### config.mk
export PLATFORM = sky130hd
export DESIGN_NAME = pi_dpi_position_tracker
export DESIGN_NICKNAME = d
export VERILOG_FILES = /design/src/rtl/pi_dpi_position_tracker.sv
export SDC_FILE = /design/constraint.sdc
export NUM_CORES = 1
export LEC_CHECK = 0
export ABC_AREA = 1
export BUFFER_PORTS_ARGS = -buffer_cell sky130_fd_sc_hd__buf_2
export CELL_PAD_IN_SITES_DETAIL_PLACEMENT = 0
export CELL_PAD_IN_SITES_GLOBAL_PLACEMENT = 1
export CORE_ASPECT_RATIO = 0.5
export CORE_UTILIZATION = 38
export DETAILED_ROUTE_END_ITERATION = 7
export GPL_ROUTABILITY_DRIVEN = 0
export HOLD_SLACK_MARGIN = 0.02
export PLACE_DENSITY = 0.83
export SYNTH_ARGS = -nofsm -noshare
export SYNTH_HDL_FRONTEND = slang
export SYNTH_SLANG_ARGS = --single-unit
### constraint.sdc
create_clock -name sysClk -period 2.2 [get_ports sysClk]
set_clock_uncertainty 0.2 [all_clocks]
set_input_delay 0.44 -clock sysClk [delete_from_list [all_inputs] [get_ports sysClk]]
set_output_delay 0.44 -clock sysClk [all_outputs]
set_load 0.01 [all_outputs]
### src/rtl/pi_dpi_position_tracker.sv
// Turns synchronised Pi DPI vsync/DE into active-pixel coordinates and a display enable,
// gated by a frame-geometry lock that must hold for LOCK_FRAMES frames.
module pi_dpi_position_tracker #(
  parameter int H_ACTIVE          = 720,
  parameter int V_ACTIVE          = 576,
  parameter int LOCK_FRAMES       = 2,
  parameter bit VSYNC_ACTIVE_HIGH = 1'b0
) (
  input  logic       sysClk,
  input  logic       reset,
  input  logic       pixelClkEn,
  input  logic       dpi_hsync,
  input  logic       dpi_vsync,
  input  logic       dpi_de,
  output logic [9:0] pixelX_pi,
  output logic [9:0] pixelY_pi,
  output logic       displayEnable_pi,
  output logic       frameLocked,
  output logic       geometryError
);

  localparam logic [10:0] H_W    = 11'(H_ACTIVE);
  localparam logic [10:0] V_W    = 11'(V_ACTIVE);
  localparam logic [3:0]  LOCK_N = 4'(LOCK_FRAMES);
  localparam logic [9:0]  SAT    = 10'd1023;

  typedef enum logic [1:0] {SEARCH = 2'd0, MEASURE = 2'd1, LOCKED = 2'd2} state_t;

  state_t     state_q;
  logic [3:0] good_q;
  logic       vs_act_q, de_q;
  logic [9:0] x_q, y_q;
  logic       bad_q, ovf_q;

  logic [9:0] x_d, y_inc, y_d;
  logic       ovf_inc;
  logic       vs_act, vs_lead, de_rise, de_fall;
  logic       line_bad, count_bad, frame_bad, drop_lock, lock_gain, locked_d, de_ok_d;

  // hsync carries no information the tracker needs; kept on the port for diagnostics.
  logic hsync_unused;
  assign hsync_unused = dpi_hsync;

  always_comb begin
    vs_act  = (dpi_vsync == VSYNC_ACTIVE_HIGH);
    vs_lead = vs_act && !vs_act_q;
    de_rise = dpi_de && !de_q;
    de_fall = !dpi_de && de_q;

    x_d = x_q;
    if (de_rise)
      x_d = '0;
    else if (dpi_de && x_q != SAT)
      x_d = x_q + 10'd1;

    line_bad = de_fall && (({1'b0, x_q} + 11'd1) != H_W);

    y_inc   = y_q;
    ovf_inc = ovf_q;
    if (de_fall) begin
      if (y_q == SAT)
        ovf_inc = 1'b1;
      else
        y_inc = y_q + 10'd1;
    end
    // A line ending on the vsync strobe still belongs to the frame being closed.
    y_d = vs_lead ? '0 : y_inc;

    count_bad = ovf_inc || ({1'b0, y_inc} != V_W);
    frame_bad = count_bad || bad_q || line_bad;
    drop_lock = line_bad || (vs_lead && count_bad);
    lock_gain = vs_lead && !frame_bad && ((good_q + 4'd1) == LOCK_N);

    locked_d = 1'b0;
    if (state_q == LOCKED)
      locked_d = !drop_lock;
    else if (state_q == MEASURE)
      locked_d = lock_gain;

    de_ok_d = dpi_de && locked_d && ({1'b0, x_d} < H_W) && ({1'b0, y_d} < V_W);
  end

  always_ff @(posedge sysClk or posedge reset) begin
    if (reset) begin
      state_q          <= SEARCH;
      good_q           <= '0;
      vs_act_q         <= 1'b0;
      de_q             <= 1'b0;
      x_q              <= '0;
      y_q              <= '0;
      bad_q            <= 1'b0;
      ovf_q            <= 1'b0;
      pixelX_pi        <= '0;
      pixelY_pi        <= '0;
      displayEnable_pi <= 1'b0;
      geometryError    <= 1'b0;
    end else begin
      geometryError <= 1'b0;
      if (pixelClkEn) begin
        vs_act_q         <= vs_act;
        de_q             <= dpi_de;
        x_q              <= x_d;
        y_q              <= y_d;
        ovf_q            <= vs_lead ? 1'b0 : ovf_inc;
        bad_q            <= vs_lead ? 1'b0 : (bad_q | line_bad);
        pixelX_pi        <= x_d;
        pixelY_pi        <= y_d;
        displayEnable_pi <= de_ok_d;

        case (state_q)
          SEARCH: begin
            if (vs_lead) begin
              state_q <= MEASURE;
              good_q  <= '0;
            end
          end
          MEASURE: begin
            if (vs_lead) begin
              if (frame_bad) begin
                good_q        <= '0;
                geometryError <= 1'b1;
              end else begin
                good_q <= good_q + 4'd1;
                if (lock_gain)
                  state_q <= LOCKED;
              end
            end
          end
          LOCKED: begin
            if (drop_lock) begin
              state_q       <= SEARCH;
              good_q        <= '0;
              geometryError <= 1'b1;
            end
          end
          default: state_q <= SEARCH;
        endcase
      end
    end
  end

  assign frameLocked = (state_q == LOCKED);

endmodule

==> results.toml, run 1 <==
[timing]
setup_tns_ns = 0
finalWorstSetupSlack_ns = 0.05068
period_needed_ns = 2.149
final-hold-violation-count = 0
finalSetupViolations = 0
slew_headroom = 0.6128
fmax_ghz = 0.4653
finalMaxSlewViolations = 0
tightest_slew_ns = 0.5801
whs_ns = 0.1699
min_period_over_period = 0.9770
rsz0062_at_grt = "yes"

[run_status]
status = "complete, no violations"

[grt]
grt_pass1_vias = 2254
grt-ovfl-total = 0
grt_pass1_wl_mm = 10.56
grt_max_degree = 22
grt_usage = 0.2049
antenna_found_initial = 0

[pwr]
ir_drop_mv = 0.3140
leakage_nw = 1.637
power_density_mw_per_mm2 = 654.2
p_total_mw = 2.112

[synth]
synth_edf_count = 0
ys_seq_elements = 32
synthArstFlopShare = 1.000
ys_warn_count = 0
synthDistinctLibCells = 35
netlist_area_mm2 = 0.002375
syn_inst = 344
syn_nets = 357
ys_seq_area_frac = 0.3372
synth_flop_cell = "dfrtp_1"
syn_avg_cell_area_um2 = 6.903

[die]
ios = 29
initial_core_util = 0.4128
rows = 19
core-area_mm2 = 0.005753
dieArea_mm2 = 0.006589
die_h_um = 57.90
die_w_um = 113.8

[placed_design]
dpl-instance-area_mm2 = 0.002887
place_hpwl_mm = 4.758
portBuffers = 27
dpl.cell_count = 489
pre_cts_ws_ns = -0.08657

[detailed_routing]
firstDrtPassIters = 4
ant_nets = 0
finalWirelength_mm = 6.285
drt_iter0_drc = 130
via_per_inst = 4.938
routedWlPerCell_um = 12.52
dr_total_vias = 2479
route.detailed.drc = 0

[cts]
root_buffer = "clkbuf_16"
clock_sinks = 32
clkLatencyLatePin_ns = 0.28
htreeDepth = 2
cts_tree = "done"
path_clk_slew_ns = 0.05
cts_buffer_depth = 2
cts_made_buffers = 5

[setup_path]
reg2regPathDepth = 12
crit_fanout = 8
slowest_stage = "dfrtp_1"
endpoint_kind = "flop"
crit_arrival_ns = 2.12
worstPathCellList = "ha_4, buf_4, xnor2_1, nand2_1, a21oi_2, nand3_1, nor2_1, nand2_1, nand2_2, nand3_4, nand4_1, nand2_1"
r2r_start = "y_q[1]"
r2r_slack_ns = 0.05
cpPeakStageDelay_ns = 0.41
critPathLaunchType = "flop"
worstSetupPathType = "flop to flop"
cp_common_cell = "nand2_1"
cp.required_ns = 2.17
r2r-end = "state_q[1]"

[cells_and_area]
syn_to_final_growth_pct = 35.93
drive_gt1_frac = 0.3230
fin_cells = 502
layout.nets = 430
post-route-cell-area_mm2 = 0.003228
n_antenna_cell = 0
final_core_util = 0.5611

[hold_path]
hp-start = "dpi_vsync"
holdPathStages = 2
hp-class = "primary input to flop"
whs_endpoint = "vs_act_q"

[job]
maxCapViolations = 0
state kept, by name (all words and copies together), names as in the netlist:
name,count
good_q,4
bad_q,1
x_q,10
state_q,2
vs_act_q,1
y_q,10
geometryError,1
de_q,1
ovf_q,1
displayEnable_pi,1
cell usage in the layout, fill, tap and decap left out, types with 2 or more instances in the layout:
cell type,Yosys,final
nand3b_1,4,4
o22ai_1,13,13
xor2_1,2,2
nand2_4,2,5
inv_2,5,7
buf_4,0,38
a21oi_2,1,3
a21oi_1,9,7
nand2_2,8,14
or2_2,3,3
dfrtp_2,0,2
ha_4,0,2
nor2_2,4,8
nand2_1,97,89
nand3_2,3,7
inv_1,43,41
nand3_1,30,25
nor3_1,2,2
ha_1,7,5
nor2_1,38,31
nand3_4,2,3
nor2_4,2,5
buf_2,0,27
o21ai_0,9,9
nand4_1,11,11
xnor2_1,3,3
dfrtp_1,32,30
o21bai_1,2,2
clkbuf_16,0,5
worst max path at each step:
stage | startpoint | end | slack (ns) | cells past startpoint
finish | y_q[1] | state_q[1] | 0.05 | 12
global route | x_q[0] | displayEnable_pi | -0.13 | 16
CTS | y_q[0] | state_q[1] | 0.005 | 13
detailed placement | y_q[0] | state_q[1] | -0.09 | 13
global placement | dpi_de | state_q[1] | -0.06 | 15
floorplan | x_q[0] | good_q[0] | 0.05 | 14
power by group:
part | total [mW] | switching, mW | internal [mW]
clock | 0.795 | 0.263 | 0.532
combinational | 0.628 | 0.372 | 0.256
sequential | 0.689 | 0.0477 | 0.641
total | 2.11 | 0.683 | 1.43
cell usage after synthesis, drive strengths merged (2+ instances only):
| cell | number | area share |
|---|---|---|
| nand4 | 11 | 0.029 |
| o22ai | 13 | 0.034 |
| o21bai | 2 | 0.0063 |
| nor2 | 45 | 0.089 |
| o21ai | 10 | 0.021 |
| inv | 48 | 0.076 |
| clkbuf | 2 | 0.0032 |
| xor2 | 2 | 0.0074 |
| nand3 | 35 | 0.091 |
| nand2 | 107 | 0.18 |
| or2 | 3 | 0.0079 |
| nand3b | 4 | 0.013 |
| dfrtp | 32 | 0.34 |
| nor3 | 3 | 0.0084 |
| xnor2 | 3 | 0.011 |
| a21oi | 10 | 0.023 |
| ha | 7 | 0.037 |
per-layer routing:
metal,track usage,share of wire,vias up
met4,0.05566,0.010,0
met5,0,0,-
met2,0.3249,0.44,37
met3,0.03870,0.033,7
met1,0.2898,0.51,1158
li1,-,-,1277
critical path, delay by kind of cell (launching register included):
| kind | cells | cell delay [ns] |
|---|---|---|
| adders and majority gates | 1 | 0.18 |
| xor gates and xnor gates | 1 | 0.13 |
| buffers and inverters | 1 | 0.13 |
| AOI/OAI and AO/OA | 1 | 0.21 |
| DFF | 1 | 0.41 |
| and+or+nand+nor | 8 | 0.78 |
area by class of cell:
cell class	count	area [µm²]
Fill cell	553	2525
Clock buffer	6	128.9
Clock inverter	2	35.03
Timing Repair Buffer	68	461.7
Inverter	49	183.9
Tap cell	84	105.1
Multi-Input combinational cell	261	1510
Sequential cell	32	803.3
kinds of logic after synthesis:
kind of cell               after synthesis  share of synthesized area
AOI/OAI and AO/OA                       39                    0.09694
adders and majority gates                7                    0.03688
and+or+nand+nor                        208                     0.4210
buffers and inverters                   52                    0.08535
muxes                                    1                   0.004215
DFF                                     32                     0.3372
xor gates and xnor gates                 5                    0.01844
what timing repair did:
| action | in CTS | in global routing |
|---|---|---|
| pin swaps | 6 | 19 |
| buffers inserted | 0 | 3 |
| setup endpoints to repair | 7 | 8 |
| hold endpoints to repair | 11 | 0 |
| gates resized for setup | 6 | 32 |
| cloned | 0 | 1 |
| hold buffers | 1 | 0 |
(Power assumes the default switching activity.)
==> run 2: changes to the inputs <==
- CELL_PAD_IN_SITES_DETAIL_PLACEMENT: 0 -> default
- CELL_PAD_IN_SITES_GLOBAL_PLACEMENT: 1 -> default
- CORE_UTILIZATION: 38 -> 53
- CTS_CLUSTER_SIZE: default -> 10
- SETUP_SLACK_MARGIN: default -> 0.5
==> run 2 against run 1 <==
Net effect:
- worst hold slack got worse by 0.15 ns
- via count increased by 6.6%
- critical path depth increased by 3
- sequential share of layout area about the same
- global-route usage increased by 8.7 points
- non-clock buffer count decreased by 12
- largest power group is now registers
- first-iteration DRC count increased by 41%
- cell area increased by 0.54%
- fmax decreased by 7.1%
- the flow now finishes with violations (negative setup slack)
- sequential cell count unchanged
==> results.toml, run 2 (same netlist as run 1, synthesis figures left out) <==
[run_status]
status = "finished with violations"
violations = "negative setup slack"

[die]
core-area_mm2 = 0.004084
dieArea_mm2 = 0.004768
ios = 29
die_h_um = 49.33
initial_core_util = 0.5815
rows = 16
die_w_um = 96.67

[setup_path]
r2r-end = "state_q[0]"
r2r_start = "y_q[4]"
slowest_stage = "dfrtp_1"
crit_fanout = 7
cp.required_ns = 2.17
worstPathCellList = "nand3_4, nor2_8, nand2_4, nand2_4, nand2_2, nand2_4, nand2_2, nor2_2, nand2_1, nor2_2, nand3_2, nand2_2, nand3_2, nand2_1, nand2_1"
endpoint = "state_q[0]"
cpPeakStageDelay_ns = 0.47
worstSetupPathType = "flop to flop"
r2r_slack_ns = -0.11
reg2regPathDepth = 15
critPathLaunchType = "flop"
crit_arrival_ns = 2.29
endpoint_kind = "flop"
startpoint = "y_q[4]"

[cells_and_area]
largest_registers = "x_q (10), y_q (10), good_q (4)"
fin_cells = 459
final_core_util = 0.7947
final_cell_mix = "nand2_1, inv_1, nor2_1, dfrtp_1"
multi_input_area_mm2 = 0.001708
ff_latch_area_um2 = 807.0
final_common_cell = "nand2_1"
syn_to_final_growth_pct = 36.67
n_antenna_cell = 0
n_fill_cell = 254
layout.nets = 418
drive_gt1_frac = 0.4099

[grt]
met2_usage = 0.4824
grt-ovfl-total = 0
use_met1 = 0.3718
grt_use_met3 = 0.07163
busiest_layer = "met2"
grt_max_degree = 33
grt_pass1_wl_mm = 11.07
grt_pass1_vias = 2450
antenna_found_initial = 0
grt_usage = 0.2917

[timing]
fmax_ghz = 0.4321
finalWorstSetupSlack_ns = -0.1145
slew_headroom = 0.7178
finalSetupViolations = 5
rsz0062_at_grt = "yes"
final-hold-violation-count = 0
min_period_over_period = 1.052
period_needed_ns = 2.314
finalMaxSlewViolations = 0
tightest_slew_ns = 0.4233

[detailed_routing]
firstDrtPassIters = 5
drt_iter0_drc = 183
dr_total_vias = 2643
via_per_inst = 5.758
finalWirelength_mm = 7.143
ant_nets = 0
route.detailed.drc = 0
routedWlPerCell_um = 15.56

[placed_design]
place_hpwl_mm = 4.469
portBuffers = 27
dpl.cell_count = 438

[job]
maxCapViolations = 0

[cts]
cts_buffer_depth = 2
clkLatencyLatePin_ns = 0.29
cts_made_buffers = 5
htreeDepth = 2
root_buffer = "clkbuf_8"
clock_sinks = 32
path_clk_slew_ns = 0.07
postCtsHoldBufs = 0
cts_tree = "done"

[pwr]
power_density_mw_per_mm2 = 586.0
leakage_nw = 1.588
ir_drop_mv = 0.4612

[hold_path]
hp-class = "primary input to asynchronous set/reset pin"
==> run 2: cell count changes in the layout (fill, tap and decap cells not counted), moves of 4 or more <==
cell,before,now
buf_4,38,24
buf_6,1,6
clkbuf_16,5,0
clkbuf_8,0,7
nand2_1,89,73
nand2_2,14,26
nand2_4,5,9
nand3_1,25,18
nand3_2,7,12
nor2_1,31,27
o21ai_0,9,2
o21ai_1,1,6
==> run 2: final cells by class <==
class                   instances  share of cell area
multi-input cells             261              0.5262
well taps                      54             0.02082
clock buffers                   7             0.02968
repair buffers                 56              0.1164
flip-flops and latches         32              0.2487
inverters                      49             0.05821
==> run 2: report_power, final <==
part | internal (mW) | switching (mW)
clock network | 0.279 | 0.223
registers | 0.642 | 0.0626
logic | 0.283 | 0.413
==> run 2: worst min-delay path by stage <==
| stage | to | slack [ns] | cells past startpoint |
|---|---|---|---|
| 2_1_floorplan | vs_act_q | 0.25 | 2 |
| 3_3_place_gp | displayEnable_pi | 0.26 | 2 |
| 3_5_place_dp | displayEnable_pi | 0.27 | 2 |
| 4_1_cts | x_q[8] | 0.05 | 3 |
| 5_1_grt | x_q[8] | 0.1 | 3 |
| 6_report | bad_q | 0.02 | 3 |
==> run 2: worst max-delay path: cells and delay by family (launching register included) <==
family | cells | cell delay [ns]
and+or+nand+nor | 15 | 1.51
DFF | 1 | 0.47
==> run 2: metrics by stage <==
stage | instance area (µm²) | power [mW] | hold slack [ns] | setup slack (ns) | setup TNS [ns]
floorplan | 2416 | 1.072 | 0.2537 | 0.1248 | 0
global placement | 2720 | 1.207 | 0.2615 | -0.01408 | -0.02810
detailed placement | 2720 | 1.232 | 0.2651 | -0.1030 | -0.5038
CTS | 3038 | 1.816 | 0.05230 | -0.01290 | -0.03034
global route | 3246 | 2.011 | 0.09913 | -0.2243 | -1.297
finish | 3246 | 1.902 | 0.02100 | -0.1145 | -0.2642
==> run 2: metal layers <==
layer,wire length [µm],share of wire
met5,0,0
met1,2944,0.41
met2,3408,0.48
met3,583,0.082
met4,207,0.029
==> run 2: what timing repair did <==
| action | 4_1_cts | 5_1_grt |
|---|---|---|
| setup buffers | 11 | 2 |
| gates resized for setup | 37 | 59 |
| setup endpoints to repair | 21 | 30 |
| pin swaps | 24 | 30 |
| gates cloned | 1 | 0 |
